### src/rtl/donkey_collision.sv
// donkey_collision: per-frame donkey/barrel collision check, lives and hit immunity.
// A frame_tick accepted in WAIT snapshots every position, then SCAN tests one barrel
// slot per cycle and RESOLVE applies at most one hit for the frame.
// Optional build macro: COLLISION_SHRINK_EN insets the donkey hitbox by 4 px on every side.
module donkey_collision #(
    parameter int BARRELS       = 10,
    parameter int DONKEY_W      = 48,
    parameter int DONKEY_H      = 64,
    parameter int BARREL_W      = 32,
    parameter int BARREL_H      = 32,
    parameter int LIVES         = 3,
    parameter int INVULN_FRAMES = 120
) (
    input  logic                      clk,
    input  logic                      rst,
    input  logic                      start_game,
    input  logic                      animation,
    input  logic                      frame_tick,
    input  logic [10:0]               xpos,
    input  logic [10:0]               ypos,
    input  logic [BARRELS-1:0]        barrel,
    input  logic [BARRELS-1:0][10:0]  xpos_barrel,
    input  logic [BARRELS-1:0][10:0]  ypos_barrel,
    output logic                      hit,
    output logic [2:0]                lives,
    output logic                      invuln,
    output logic                      game_over
);

    localparam int IW = (BARRELS > 1) ? $clog2(BARRELS) : 1;
    localparam int CW = $clog2(INVULN_FRAMES + 1);
    localparam logic [IW-1:0] LAST_IDX  = IW'(BARRELS - 1);
    localparam logic [CW-1:0] INV_LOAD  = CW'(INVULN_FRAMES);
    localparam logic [2:0]    LIVES_RST = 3'(LIVES);
    localparam logic [11:0]   DW        = 12'(DONKEY_W);
    localparam logic [11:0]   DH        = 12'(DONKEY_H);
    localparam logic [11:0]   BW        = 12'(BARREL_W);
    localparam logic [11:0]   BH        = 12'(BARREL_H);
`ifdef COLLISION_SHRINK_EN
    localparam logic [11:0]   INSET     = 12'd4;
`else
    localparam logic [11:0]   INSET     = 12'd0;
`endif

    typedef enum logic [2:0] {IDLE, WAIT, SCAN, RESOLVE, OVER} state_t;

    typedef struct packed {
        logic [10:0] x;
        logic [10:0] y;
    } pos_t;

    state_t                    state, state_nxt;
    logic [IW-1:0]             idx;
    logic [CW-1:0]             cnt;
    logic                      hit_flag;
    logic                      accept;
    logic                      do_hit;
    logic                      ovl;
    pos_t                      snap_d;
    logic [BARRELS-1:0]        snap_act;
    logic [BARRELS-1:0][10:0]  snap_xb;
    logic [BARRELS-1:0][10:0]  snap_yb;
    logic [11:0]               xd, yd, xb, yb;

    // bounding-box overlap of the donkey with the barrel slot under the scan index
    always_comb begin
        xd  = {1'b0, snap_d.x};
        yd  = {1'b0, snap_d.y};
        xb  = {1'b0, snap_xb[idx]};
        yb  = {1'b0, snap_yb[idx]};
        ovl = snap_act[idx]
              && (xd + INSET < xb + BW) && (xb < xd + DW - INSET)
              && (yd + INSET < yb + BH) && (yb < yd + DH - INSET);
    end

    // state register
    always_ff @(posedge clk or negedge rst) begin
        if (!rst) state <= IDLE;
        else      state <= state_nxt;
    end

    // next state, tick acceptance and the hit decision for this frame
    always_comb begin
        state_nxt = state;
        accept    = 1'b0;
        do_hit    = 1'b0;
        if (!start_game) begin
            state_nxt = IDLE;
        end else begin
            case (state)
                IDLE:    if (!animation) state_nxt = WAIT;
                WAIT: begin
                    if (animation) begin
                        state_nxt = IDLE;
                    end else if (frame_tick) begin
                        accept    = 1'b1;
                        state_nxt = SCAN;
                    end
                end
                SCAN:    if (idx == LAST_IDX) state_nxt = RESOLVE;
                RESOLVE: begin
                    do_hit    = hit_flag && (cnt == '0) && (lives != 3'd0);
                    state_nxt = (do_hit && lives == 3'd1) ? OVER : WAIT;
                end
                OVER:    state_nxt = OVER;
                default: state_nxt = IDLE;
            endcase
        end
    end

    // snapshot, scan accumulation, lives/immunity bookkeeping and outputs
    always_ff @(posedge clk or negedge rst) begin
        if (!rst) begin
            hit       <= 1'b0;
            lives     <= LIVES_RST;
            invuln    <= 1'b0;
            game_over <= 1'b0;
            cnt       <= '0;
            idx       <= '0;
            hit_flag  <= 1'b0;
            snap_d    <= '0;
            snap_act  <= '0;
            snap_xb   <= '0;
            snap_yb   <= '0;
        end else if (!start_game) begin
            hit       <= 1'b0;
            lives     <= LIVES_RST;
            invuln    <= 1'b0;
            game_over <= 1'b0;
            cnt       <= '0;
            idx       <= '0;
            hit_flag  <= 1'b0;
        end else begin
            hit <= do_hit;
            if (accept) begin
                snap_d   <= '{x: xpos, y: ypos};
                snap_act <= barrel;
                snap_xb  <= xpos_barrel;
                snap_yb  <= ypos_barrel;
                idx      <= '0;
                hit_flag <= 1'b0;
            end
            if (state == SCAN) begin
                hit_flag <= hit_flag | ovl;
                idx      <= (idx == LAST_IDX) ? '0 : idx + 1'b1;
            end
            if (state == RESOLVE) begin
                if (do_hit) begin
                    lives  <= lives - 3'd1;
                    cnt    <= INV_LOAD;
                    invuln <= 1'b1;
                    if (lives == 3'd1) game_over <= 1'b1;
                end else if (cnt != '0) begin
                    cnt    <= cnt - 1'b1;
                    invuln <= (cnt != CW'(1));
                end
            end
        end
    end

endmodule

### config.mk
export PLATFORM = sky130hd
export DESIGN_NAME = donkey_collision
export DESIGN_NICKNAME = d
export VERILOG_FILES = /design/src/rtl/donkey_collision.sv
export SDC_FILE = /design/constraint.sdc
export NUM_CORES = 1
export LEC_CHECK = 0
export ABC_AREA = 1
export CORE_MARGIN = 4
export CORE_UTILIZATION = 30
export CTS_BUF_LIST = sky130_fd_sc_hd__clkbuf_16
export DETAILED_ROUTE_END_ITERATION = 7
export DONT_BUFFER_PORTS = 1
export GPL_TIMING_DRIVEN = 0
export SYNTH_ARGS = -nofsm -noshare
export SYNTH_HDL_FRONTEND = slang
export SYNTH_SLANG_ARGS = --single-unit
### constraint.sdc
create_clock -name clk -period 5.07 [get_ports clk]
set_input_delay 0.507 -clock clk [delete_from_list [all_inputs] [get_ports clk]]
set_output_delay 0.507 -clock clk [all_outputs]
set_load 0.1 [all_outputs]
==> results.toml, run 1 <==
[drt]
vias = 10800
avgViaCountPerCell = 5.12
wirelength_mm = 48.5
wire_per_inst_um = 23.0
firstDrtPassIters = 5
ant_nets = 0
drt_iter0_markers = 724
drc = 0

[clocking]
post_cts_buffers = 0
cts_buffer_depth = 3
clk_pin_slew_worst_paths_ns = 0.06
cts_max_level = 1
cts.repair.resized = 0
clock-sinks = 273
clkLatencyLatePin_ns = 0.57
cts-root-buf = "clkbuf_16"
tritoncts = "yes"
cts_buffers = 31

[worst_setup_path]
critPathMaxStageDelay_ns = 0.83
path_class = "register to register"
worst_path_max_delay_cell = "clkbuf_1"
required_ns = 5.58
cp.arrival_ns = 4.67
worstSetupEndpointType = "register"
r2r_setup_slack_ns = 0.91
crit_top_cell = "nand2_1"
worstPathCellList = "inv_1, buf_2, clkbuf_1, o211ai_1, a32o_1, ha_1, nand2_2, nor2_4, xnor2_1, ha_1, a21oi_1, o21bai_1, nand2_1, nand3_1, nor2_1, nand2_1, nor2_1, nand2_1, nand2_1"
cp_max_fo = 10
start_kind = "register"

[outcome]
status = "finished, violations left"
violations = "negative hold slack"

[global_route]
overflow = 0
grt_pass1_wl_mm = 70.4
grt_usage_pct = 18.8
grt_max_degree = 274
grt_pass1_vias = 11000
antenna_found_initial = 31

[power_and_ir_drop]
cellLeakagePower_nw = 7.30
p_per_area_nw_per_um2 = 623
ir_drop_v = 0.000341

[cells_and_area]
final_cell_area_um2 = 15700
nNetsFinal = 1777
postLayoutCoreUtil_pct = 34.3
drive_above_1_share_pct = 20.7
synthToLayoutAreaGrowth_pct = 12.5

[timing]
setup_viol_count_final = 0
maxSlewViolCount = 0
setup-tns-final_ns = 0
min_period_ns = 4.16
hold_violations = 271
holdWs_ns = -0.349
max_freq_mhz = 240
slew_headroom_pct = 27.3
worstMarginPinSlew_ns = 1.09
fin_worst_skew_ns = 0.00687
fin_crit_sh_pct = 82.0
rsz0062_at_grt = "no"

[yosys]
syn_inst = 1436
syn_nets = 1744
ys_seq_area_share_pct = 49.0
synth_seq_cells = 273
synth.distinct_cells = 43
yosysWarningCount = 0
synth_ff_type = "dfrtp_1"
postSynthAreaPerCell_um2 = 9.70
async_reset_ff_share_pct = 100
synth-edff-count = 0
synth_area_um2 = 13900

[place]
gp_congestion = 0.863
dpl_cell_area_um2 = 14700
hpwl_mm = 36.3
numPortBuffers = 0

[die]
die_area_um2 = 50000
start_util_pct = 30.5
io_pins = 263
die_h_um = 224
placementRows = 78
fp.coreArea_um2 = 45700
die_width_um = 224

[hold_path]
min_path_type = "primary input to async pin"

[run]
drv_cap = 0
-- logic make-up after synthesis --
logic type	synth area share, %
AOI/OAI and AO/OA	9.00
buffers and inverters	6.16
adders and majority gates	4.58
muxes	16.0
xor gates and xnor gates	1.01
and+or+nand+nor	14.2
DFF	49.0
-- stage by stage --
step | hold WS [ns] | setup WS, ns | power [mW] | cells
floorplan | 0.211 | 2.25 | 6.50 | 1436
detailed placement | 0.229 | 0.965 | 7.65 | 2036
finish | -0.349 | 0.911 | 9.76 | 2108
CTS | -0.378 | 0.963 | 9.81 | 2091
global route | -0.370 | 0.743 | 10.5 | 2105
global placement | 0.229 | 1.01 | 7.48 | 2036
-- power breakdown --
group          switching [mW]  total (mW)  internal [mW]
Combinational            2.21        3.91           1.70
Sequential              0.543        3.73           3.18
Clock                   0.922        2.12           1.20
Total                    3.68        9.76           6.08
-- metal layers --
metal  up-vias  part of all wire [%]  track usage (%)
met5         -                  0.31                0
met4        24                   4.1             8.17
met3       127                   7.4             5.34
met2       378                    47             30.6
met1      5372                    41             23.5
li1       4889                     -                -
-- worst max-delay path: cells and delay by family (launching register included) --
kind / cells / cell delay [ns]
flops: 1 / 0.45
fa+ha+maj: 2 / 0.54
xor+xnor: 1 / 0.15
compound gates: 4 / 1.01
buf+inv: 3 / 1.21
simple gates: 9 / 0.71
-- worst paths after layout --
check / start / end / cells after the start
hold reg to reg: snap_xb[65] / snap_xb[65] / 1
min in group clk: xpos_barrel[31] / snap_xb[31] / 1
setup / recovery: idx[2] / hit_flag / 19
hold / removal: rst / snap_xb[76] / 0
setup reg to reg: idx[2] / hit_flag / 19
max in group asynchronous: rst / lives[0] / 0
-- cells in the final DEF (no fill, tap or decap), types with 4 or more instances in the layout --
master / n
ha_1: 51
nor3_1: 6
nand4_1: 11
buf_1: 10
xor2_1: 11
nand2_2: 7
o21ai_1: 7
nand2_1: 205
xnor2_1: 5
o211ai_1: 14
mux2_2: 196
clkbuf_16: 31
nor2_1: 185
buf_2: 36
a21oi_1: 89
dfrtp_1: 271
clkinv_1: 5
clkbuf_1: 17
a211oi_1: 4
buf_4: 8
nand3_1: 64
o22ai_1: 7
o221ai_1: 14
o21ai_0: 73
diode_2: 17
buf_6: 8
clkinv_2: 5
inv_1: 118
-- synthesized netlist by cell type, types with 4 or more instances --
cell,instances,area (µm²)
nand3_1,64,320
buf_1,10,37.5
o211ai_1,14,105
nand4_1,11,68.8
nand2_1,205,769
buf_6,8,90.1
a211oi_1,4,30.0
o221ai_1,14,123
a21oi_1,89,445
xnor2_1,5,43.8
buf_2,36,180
o21ai_1,7,35.0
nor2_1,185,694
mux2_2,196,2210
nand2_2,7,43.8
o22ai_1,7,43.8
dfrtp_1,271,6780
clkbuf_1,17,63.8
ha_1,51,638
nor3_1,6,30.0
o21ai_0,73,365
inv_1,110,413
buf_4,8,60.1
xor2_1,11,96.3
-- state kept, by name (all words and copies together) (netlist names) --
signal / cells
game_over: 1
cnt: 7
snap_d: 22
hit: 1
snap_xb: 110
lives: 3
state: 3
snap_act: 10
hit_flag: 1
invuln: 1
snap_yb: 110
idx: 4
-- final cells by class --
| class | instances | area (µm²) |
|---|---|---|
| Tap cell | 600 | 751 |
| Clock inverter | 24 | 166 |
| Buffer | 79 | 432 |
| Sequential cell | 273 | 6830 |
| Multi-Input combinational cell | 971 | 6240 |
| Antenna cell | 17 | 42.5 |
| Fill cell | 4763 | 30000 |
| Clock buffer | 31 | 776 |
| Inverter | 113 | 427 |
Power figures use the tool's default switching activity.
==> run 2, diff against run 1 <==
==> constraint.sdc (replaced) <==
create_clock -name clk -period 3.75 [get_ports clk]
set_input_delay 0.375 -clock clk [delete_from_list [all_inputs] [get_ports clk]]
set_output_delay 0.375 -clock clk [all_outputs]
set_load 0.1 [all_outputs]
==> results.toml, run 2 (same netlist as run 1, synthesis figures left out) <==
[power_and_ir_drop]
power_mw = 13.6
combPwrFrac_pct = 41.4
power.switching_mw = 5.13
seqPwrFrac_pct = 37.3
pwr-share-clk_pct = 21.3
intPower_mw = 8.43
p_per_area_nw_per_um2 = 745
p_sw_share_pct = 37.8
ir_drop_v = 0.000501
cellLeakagePower_nw = 8.36

[clocking]
clock-sinks = 273
cts-root-buf = "clkbuf_16"
cts_max_level = 1
tritoncts = "yes"
clk_pin_slew_worst_paths_ns = 0.06
cts_buffer_depth = 3
cts_buffers = 31
cts_hold_buf = 253
clkLatencyLatePin_ns = 0.57

[drt]
wirelength_mm = 51.1
wire_per_inst_um = 21.8
ant_nets = 0
firstDrtPassIters = 5
drt_iter0_markers = 832
vias = 11800
drc = 0
avgViaCountPerCell = 5.00

[worst_setup_path]
worstSetupEndpointType = "register"
cp_max_fo = 10
path_class = "register to register"
cp.arrival_ns = 4.02
required_ns = 4.20
start_kind = "register"

[die]
placementRows = 78
start_util_pct = 30.5
fp.coreArea_um2 = 45700
die_width_um = 224
die_h_um = 224
die_area_um2 = 50000
io_pins = 263

[hold_path]
min_path_type = "primary input to async pin"

[place]
place_ws_ns = -0.355
hpwl_mm = 36.3
gp_congestion = 0.863
numPortBuffers = 0
dpl_cell_area_um2 = 14700

[global_route]
grt_pass1_vias = 12600
overflow = 0
grt_usage_pct = 19.8
use_met1_pct = 24.7
grt_use_met2_pct = 33.9
antenna_found_initial = 6
use_met3_pct = 3.93
grt_pass1_wl_mm = 75.9
top_usage_layer = "met2"
grt_max_degree = 274

[timing]
setup-tns-final_ns = 0
fin_crit_sh_pct = 95.3
setup_viol_count_final = 0
min_period_ns = 3.57
fin_ws_ns = 0.176
maxSlewViolCount = 0
hold_violations = 273
holdWs_ns = -0.480
max_freq_mhz = 280
worstMarginPinSlew_ns = 1.09
slew_headroom_pct = 27.0
fin_worst_skew_ns = 0.0111

[outcome]
status = "finished, violations left"
violations = "negative hold slack"

[cells_and_area]
nNetsFinal = 2027
fill_cells = 4485
synthToLayoutAreaGrowth_pct = 30.6
final_common_cell = "dfrtp_1"
final_cell_area_um2 = 18200
layout_common_cells = "dfrtp_1 (269), dlygate4sd3_1 (253), nand2_1 (205)"
drive_above_1_share_pct = 18.2
top_regs = "snap_xb (110), snap_yb (110), snap_d (22)"

[run]
drv_cap = 0
## run 2: per-stage QoR
step                util, %  instances
finish                 39.8       2350
global route           39.8       2348
CTS                    39.7       2342
detailed placement     32.1       2036
global placement       32.1       2036
floorplan                 -       1436
## run 2: worst paths after layout
kind | from | end | slack [ns] | depth (start not counted)
setup / recovery | idx[0] | hit_flag | 0.18 | 19
hold / removal | rst | snap_xb[76] | -0.48 | 0
setup reg to reg | idx[0] | hit_flag | 0.18 | 19
hold reg to reg | snap_xb[65] | snap_xb[65] | 0.50 | 1
max in group asynchronous | rst | lives[0] | 3.76 | 0
min in group clk | ypos[10] | snap_d[10] | 0.05 | 2
## run 2: critical path, cell delays in order, from the launching register on
cell	delay, ns
dfrtp_2	0.44
buf_6	0.16
buf_4	0.18
buf_4	0.20
clkbuf_4	0.21
clkbuf_4	0.23
o21ai_0	0.20
o22ai_1	0.10
o211ai_1	0.39
nand2_1	0.15
ha_1	0.30
inv_1	0.04
nor4_1	0.30
nand2_1	0.10
nand2_1	0.07
nand2_1	0.05
nand2_1	0.05
nand2_1	0.05
nand2_1	0.14
nand2_1	0.07
## run 2: what timing repair did
item | CTS | global route
pin swaps | 0 | 4
resized for setup | 1 | 14
endpoints found under the hold margin | 525 | 273
endpoints found under the setup margin | 1 | 1
setup buffers | 0 | 2
## run 2: area by class of cell
class	instances	area (µm²)	area share, %
repair buffers	255	2550	14.0
inverters	113	427	2.34
clock inverters	24	166	0.915
multi-input cells	971	6250	34.3
plain buffers	74	424	2.33
clock buffers	31	776	4.26
diodes	9	22.5	0.124
well taps	600	751	4.13
flip-flops and latches	273	6840	37.6
## run 2: power groups by stage
stage	Clock (mW)	Sequential (mW)	Combinational, mW
2_1_floorplan	0	4.82	3.97
3_3_place_gp	0	5.01	5.10
3_5_place_dp	0	5.07	5.27
4_1_cts	2.94	5.02	5.53
5_1_grt	3.08	5.20	6.31
6_report	2.89	5.06	5.61
## run 2: per-layer routing
| metal | wire [µm] | share of wire (%) | vias up |
|---|---|---|---|
| li1 | - | - | 5390 |
| met1 | 21300 | 42 | 5843 |
| met2 | 24700 | 48 | 411 |
| met3 | 2970 | 5.8 | 111 |
| met4 | 2050 | 4.0 | 0 |
| met5 | 0 | 0 | - |
